File: config.mk
export PLATFORM = sky130hd
export DESIGN_NAME = alu_wb
export DESIGN_NICKNAME = d
export VERILOG_FILES = /design/src/rtl/cpu_pkg.sv /design/src/rtl/wb_skid.sv /design/src/rtl/alu_wb.sv
export SDC_FILE = /design/constraint.sdc
export NUM_CORES = 1
export LEC_CHECK = 0
export CORE_ASPECT_RATIO = 0.5
export CORE_MARGIN = 4
export CORE_UTILIZATION = 50
export DETAILED_ROUTE_END_ITERATION = 8
export PLACE_DENSITY_LB_ADDON = 0.2
export SYNTH_ARGS = -nofsm -noshare
export SYNTH_HDL_FRONTEND = slang
export SYNTH_SLANG_ARGS = --single-unit
File: constraint.sdc
create_clock -name clk -period 3.7 [get_ports clk]
set_clock_uncertainty 0.2 [all_clocks]
set_input_delay 0.555 -clock clk [delete_from_list [all_inputs] [get_ports clk]]
set_output_delay 0.555 -clock clk [all_outputs]
set_load 0.01 [all_outputs]
File: src/rtl/cpu_pkg.sv
// Shared CPU definitions: ALU opcode encodings and condition-flag class decode.
// Pure declarations, no timing.
// Used by alu_wb to decide which flags an accepted result updates.
package cpu_pkg;

  localparam logic [3:0] OP_ADD    = 4'h0;
  localparam logic [3:0] OP_SUB    = 4'h1;
  localparam logic [3:0] OP_XOR    = 4'h2;
  localparam logic [3:0] OP_RED    = 4'h3;
  localparam logic [3:0] OP_SLL    = 4'h4;
  localparam logic [3:0] OP_SRA    = 4'h5;
  localparam logic [3:0] OP_ROR    = 4'h6;
  localparam logic [3:0] OP_PADDSB = 4'h7;
  localparam logic [3:0] OP_LLB    = 4'h8;
  localparam logic [3:0] OP_LHB    = 4'h9;

  // Which condition flags an opcode is allowed to write.
  typedef enum logic [1:0] {
    FC_NONE = 2'd0,  // all flags held
    FC_Z    = 2'd1,  // zero flag only
    FC_ZVN  = 2'd2   // zero, overflow and negative
  } flag_class_t;

  function automatic flag_class_t flag_class(input logic [3:0] op);
    flag_class_t fc;
    fc = FC_NONE;
    case (op)
      OP_ADD, OP_SUB:                 fc = FC_ZVN;
      OP_XOR, OP_SLL, OP_SRA, OP_ROR: fc = FC_Z;
      default:                        fc = FC_NONE;
    endcase
    return fc;
  endfunction

endpackage

File: src/rtl/wb_skid.sv
// Writeback entry buffer: one register (DEPTH=1) or a two-entry skid buffer (DEPTH=2).
// Latency: an entry pushed into an empty buffer is on out_dat/out_valid one cycle later.
// Backpressure: DEPTH=2 ready depends only on occupancy; DEPTH=1 ready passes out_ready through.
module wb_skid #(
  parameter int W     = 21,
  parameter int DEPTH = 1
) (
  input  logic         clk,
  input  logic         rst_n,
  input  logic         flush,
  input  logic         push,
  input  logic [W-1:0] push_dat,
  output logic         ready,
  output logic         out_valid,
  input  logic         out_ready,
  output logic [W-1:0] out_dat
);

  logic [1:0]   count;
  logic [W-1:0] slot1;
  logic         pop;

  // Head entry lives directly in out_dat so outputs come straight from flops.
  assign out_valid = (count != 2'd0);
  // A flush cycle never retires the head, even if downstream asserted ready.
  assign pop       = out_valid && out_ready && !flush;

  if (DEPTH >= 2) begin : g_skid
    // Decision uses only registered occupancy, breaking the ready path.
    assign ready = (count != 2'd2);
  end else begin : g_reg
    // Single register can refill in the same cycle it drains.
    assign ready = !out_valid || out_ready;
  end

  // Occupancy and storage update; second slot shifts to head on pop.
  always_ff @(posedge clk or negedge rst_n) begin
    if (!rst_n) begin
      count   <= 2'd0;
      out_dat <= '0;
      slot1   <= '0;
    end else if (flush) begin
      count <= 2'd0;
    end else begin
      case ({push, pop})
        2'b10: begin
          if (count == 2'd0) out_dat <= push_dat;
          else               slot1   <= push_dat;
          count <= count + 2'd1;
        end
        2'b01: begin
          if (count == 2'd2) out_dat <= slot1;
          count <= count - 2'd1;
        end
        2'b11: begin
          if (count == 2'd2) begin
            out_dat <= slot1;
            slot1   <= push_dat;
          end else begin
            out_dat <= push_dat;
          end
        end
        default: ;
      endcase
    end
  end

endmodule

File: src/rtl/alu_wb.sv
// ALU writeback stage: buffers results for the register file and maintains Z/V/N flags.
// Latency 1 from acceptance to out_valid; flags update on the edge that accepts a result.
// in_ready drops on flush, in reset, or when the buffer is full; ALU_WB_SKID_EN selects a 2-deep skid buffer.
module alu_wb
  import cpu_pkg::*;
#(
  parameter int DATA_W  = 16,
  parameter int RADDR_W = 4
) (
  input  logic               clk,
  input  logic               rst_n,
  input  logic               in_valid,
  output logic               in_ready,
  input  logic [3:0]         in_aluop,
  input  logic [DATA_W-1:0]  in_aluout,
  input  logic               in_err,
  input  logic [RADDR_W-1:0] in_rd,
  input  logic               in_wb_en,
  input  logic               flush,
  output logic               out_valid,
  input  logic               out_ready,
  output logic [DATA_W-1:0]  out_data,
  output logic [RADDR_W-1:0] out_rd,
  output logic               out_wb_en,
  output logic               flag_z,
  output logic               flag_v,
  output logic               flag_n
);

`ifdef ALU_WB_SKID_EN
  localparam int DEPTH = 2;
`else
  localparam int DEPTH = 1;
`endif

  localparam int EW = DATA_W + RADDR_W + 1;

  logic          buf_ready;
  logic          accept;
  logic [EW-1:0] head;
  flag_class_t   fc;

  // Reset gating makes in_ready low for the whole reset pulse, not only after the first edge.
  assign in_ready = rst_n && !flush && buf_ready;
  assign accept   = in_valid && in_ready;
  assign fc       = flag_class(in_aluop);

  wb_skid #(
    .W     (EW),
    .DEPTH (DEPTH)
  ) u_buf (
    .clk       (clk),
    .rst_n     (rst_n),
    .flush     (flush),
    .push      (accept),
    .push_dat  ({in_aluout, in_rd, in_wb_en}),
    .ready     (buf_ready),
    .out_valid (out_valid),
    .out_ready (out_ready),
    .out_dat   (head)
  );

  assign {out_data, out_rd, out_wb_en} = head;

  // Flags follow accepted ops, regardless of when the register file retires them.
  always_ff @(posedge clk or negedge rst_n) begin
    if (!rst_n) begin
      flag_z <= 1'b0;
      flag_v <= 1'b0;
      flag_n <= 1'b0;
    end else if (accept) begin
      if (fc != FC_NONE) flag_z <= (in_aluout == '0);
      if (fc == FC_ZVN) begin
        flag_v <= in_err;
        flag_n <= in_aluout[DATA_W-1];
      end
    end
  end

endmodule

==> results.sh <==
export IMPL_initial_utilization_pct=51.6
export IMPL_syn_to_final_growth_pct=31.2
export IMPL_htree_levels=2
export IMPL_track_usage_pct=18.1
export IMPL_cts_clk_slew_worst_paths_ns=0.09
export IMPL_arrival_ns=2.08
export IMPL_ys_seq_area_share_pct=51.7
export IMPL_place_hpwl_mm=3.44
export IMPL_fin_crit_ns=2.84
export IMPL_max_cap_violations=0
export IMPL_cts_sink_count=47
export IMPL_grt_pass1_wl_mm=8.28
export IMPL_routedWlPerCell_um=15.9
export IMPL_ys_seq_elements=47
export IMPL_power_density_nw_per_um2=399
export IMPL_syn_area_um2=2270
export IMPL_n_fill_cell=330
export IMPL_post_place_cells=298
export IMPL_yosys_area_top_type_share_pct=51.7
export IMPL_ir_drop_mv=0.177
export IMPL_synth_edff_count=0
export IMPL_die_area_um2=5760
export IMPL_drive_gt1_share_pct=20.9
export IMPL_rsz0062_at_grt="no"
export IMPL_clockRootBuffer="clkbuf_8"
export IMPL_status="finished, final reports clean"
export IMPL_cp_max_fo=5
export IMPL_io_pins=57
export IMPL_finalHoldViolCount=0
export IMPL_seqCellArea_um2=1180
export IMPL_grt_max_degree=44
export IMPL_drt_vias_per_instance=5.43
export IMPL_drt_total_wl_mm=4.86
export IMPL_syn_nets=222
export IMPL_first_global_vias=1713
export IMPL_period_share_pct=76.6
export IMPL_port_buffers=56
export IMPL_slew_violations=0
export IMPL_finalSetupViolations=0
export IMPL_synth_most_common_cell="dfrtp_1"
export IMPL_final_cells=306
export IMPL_synth_top_cells_by_count="dfrtp_1 (47), inv_1 (24), a21oi_1 (23)"
export IMPL_p_leak_nw=1.42
export IMPL_worst_pin_slew_ns=0.863
export IMPL_async_reset_ff_share_pct=100
export IMPL_antenna_found_initial=0
export IMPL_core_area_um2=4400
export IMPL_fin_nets=280
export IMPL_antennaDiodeCount=0
export IMPL_ys_warn_count=0
export IMPL_worst_hold_slack_ns=0.315
export IMPL_ant_nets=0
export IMPL_overflow=0
export IMPL_hp_class="flop to flop"
export IMPL_min_path_cells=1
export IMPL_drc_errors=0
export IMPL_reg2regPathDepth=4
export IMPL_crit_type="primary input to output pin"
export IMPL_clock_latency_ns=0.29
export IMPL_rows=17
export IMPL_clock_path_buffers=2
export IMPL_critPathLaunchType="primary input"
export IMPL_synth_area_top_cells="dfrtp_1 (52%), a221oi_2 (13%), mux2_2 (7.9%), a21oi_1 (5.1%), inv_1 (4.0%)"
export IMPL_place_gp_congestion=0.719
export IMPL_first_pass_iters=4
export IMPL_timing_fmax_mhz=353
export IMPL_drt_iter0_markers=42
export IMPL_die_h_um=55.7
export IMPL_cp_end_kind="output pin"
export IMPL_ctsResizeCount=0
export IMPL_cts_buffers=5
export IMPL_tns_ns=0
export IMPL_ys_types=26
export IMPL_syn_inst=191
export IMPL_syn_area_per_cell_um2=11.9
export IMPL_postCtsSetupBuffers=0
export IMPL_cts_tree="yes"
export IMPL_synth_area_leader_cell="dfrtp_1"
export IMPL_required_ns=2.94
export IMPL_fp_dieW_um=103
export IMPL_slew_headroom_pct=42.5
export IMPL_cts_hold_buf=1
export IMPL_multiInputGateArea_um2=948
export IMPL_vias=1663
export IMPL_synth_flop_cell="dfrtp_1"
## worst max-delay path, stage by stage
cell             delay, ns
clkdlybuf4s50_1       0.58
o21bai_2              0.22
and3b_1               0.19
clkdlybuf4s50_1       0.53
## where the power goes
part / internal (mW) / switching (mW) / total [mW]
sequential: 0.563 / 0.0270 / 0.590
combinational: 0.172 / 0.113 / 0.285
clock: 0.147 / 0.166 / 0.313
total: 0.882 / 0.306 / 1.19
## state kept, by name (all words and copies together), names as in the netlist
signal	flops
u_buf.count	2
flag_n	1
flag_v	1
u_buf.out_dat	21
u_buf.slot1	21
flag_z	1
## stage by stage
stage	setup slack (ns)	utilization (%)	area (um2)	total power, mW
floorplan	1.98	-	2270	0.725
global placement	0.896	65.5	2880	0.882
detailed placement	0.832	65.5	2880	0.888
CTS	0.863	67.7	2980	1.20
global route	0.796	67.7	2980	1.25
finish	0.864	67.7	2980	1.19
## metal layers
metal  global-route usage, %  up-vias  wire [um]
met2                    28.6       42       2160
met4                    3.51        0         23
li1                        -      818          -
met3                    3.50        2        261
met1                    25.9      801       2410
met5                       0        -          0
## layout make-up
type	count	area share, %
Clock buffer	6	2.77
Clock inverter	1	0.168
Inverter	24	3.02
Multi-Input combinational cell	110	31.8
Sequential cell	47	39.4
Tap cell	57	2.39
Timing Repair Buffer	61	20.4
## final timing paths
kind,from,endpoint,slack (ns)
max,out_ready,in_ready,0.86
min,flag_v,flag_v,0.32
max reg2reg,u_buf.count[0],u_buf.slot1[6],1.47
min reg2reg,flag_v,flag_v,0.32
max in group asynchronous,rst_n,u_buf.slot1[3],2.04
min in group asynchronous,rst_n,flag_n,0.48
## cells in the final DEF, fill, tap and decap left out, types with 3 or more instances in the layout
cell type / count
inv_1: 24
buf_4: 3
dfrtp_1: 47
a221oi_2: 20
nor4_1: 4
mux2_1: 7
and3b_1: 3
mux2_2: 16
clkdlybuf4s50_1: 55
clkbuf_8: 6
a21oi_1: 23
nor2_1: 21
## kinds of logic after synthesis
| family | after synthesis | synth area share [%] |
|---|---|---|
| and+or+nand+nor | 37 | 8.75 |
| buffers and inverters | 34 | 7.04 |
| DFF | 47 | 51.7 |
| muxes | 25 | 12.3 |
| AOI/OAI and AO/OA | 48 | 20.2 |
No activity file was read; power rests on OpenSTA's default activity.
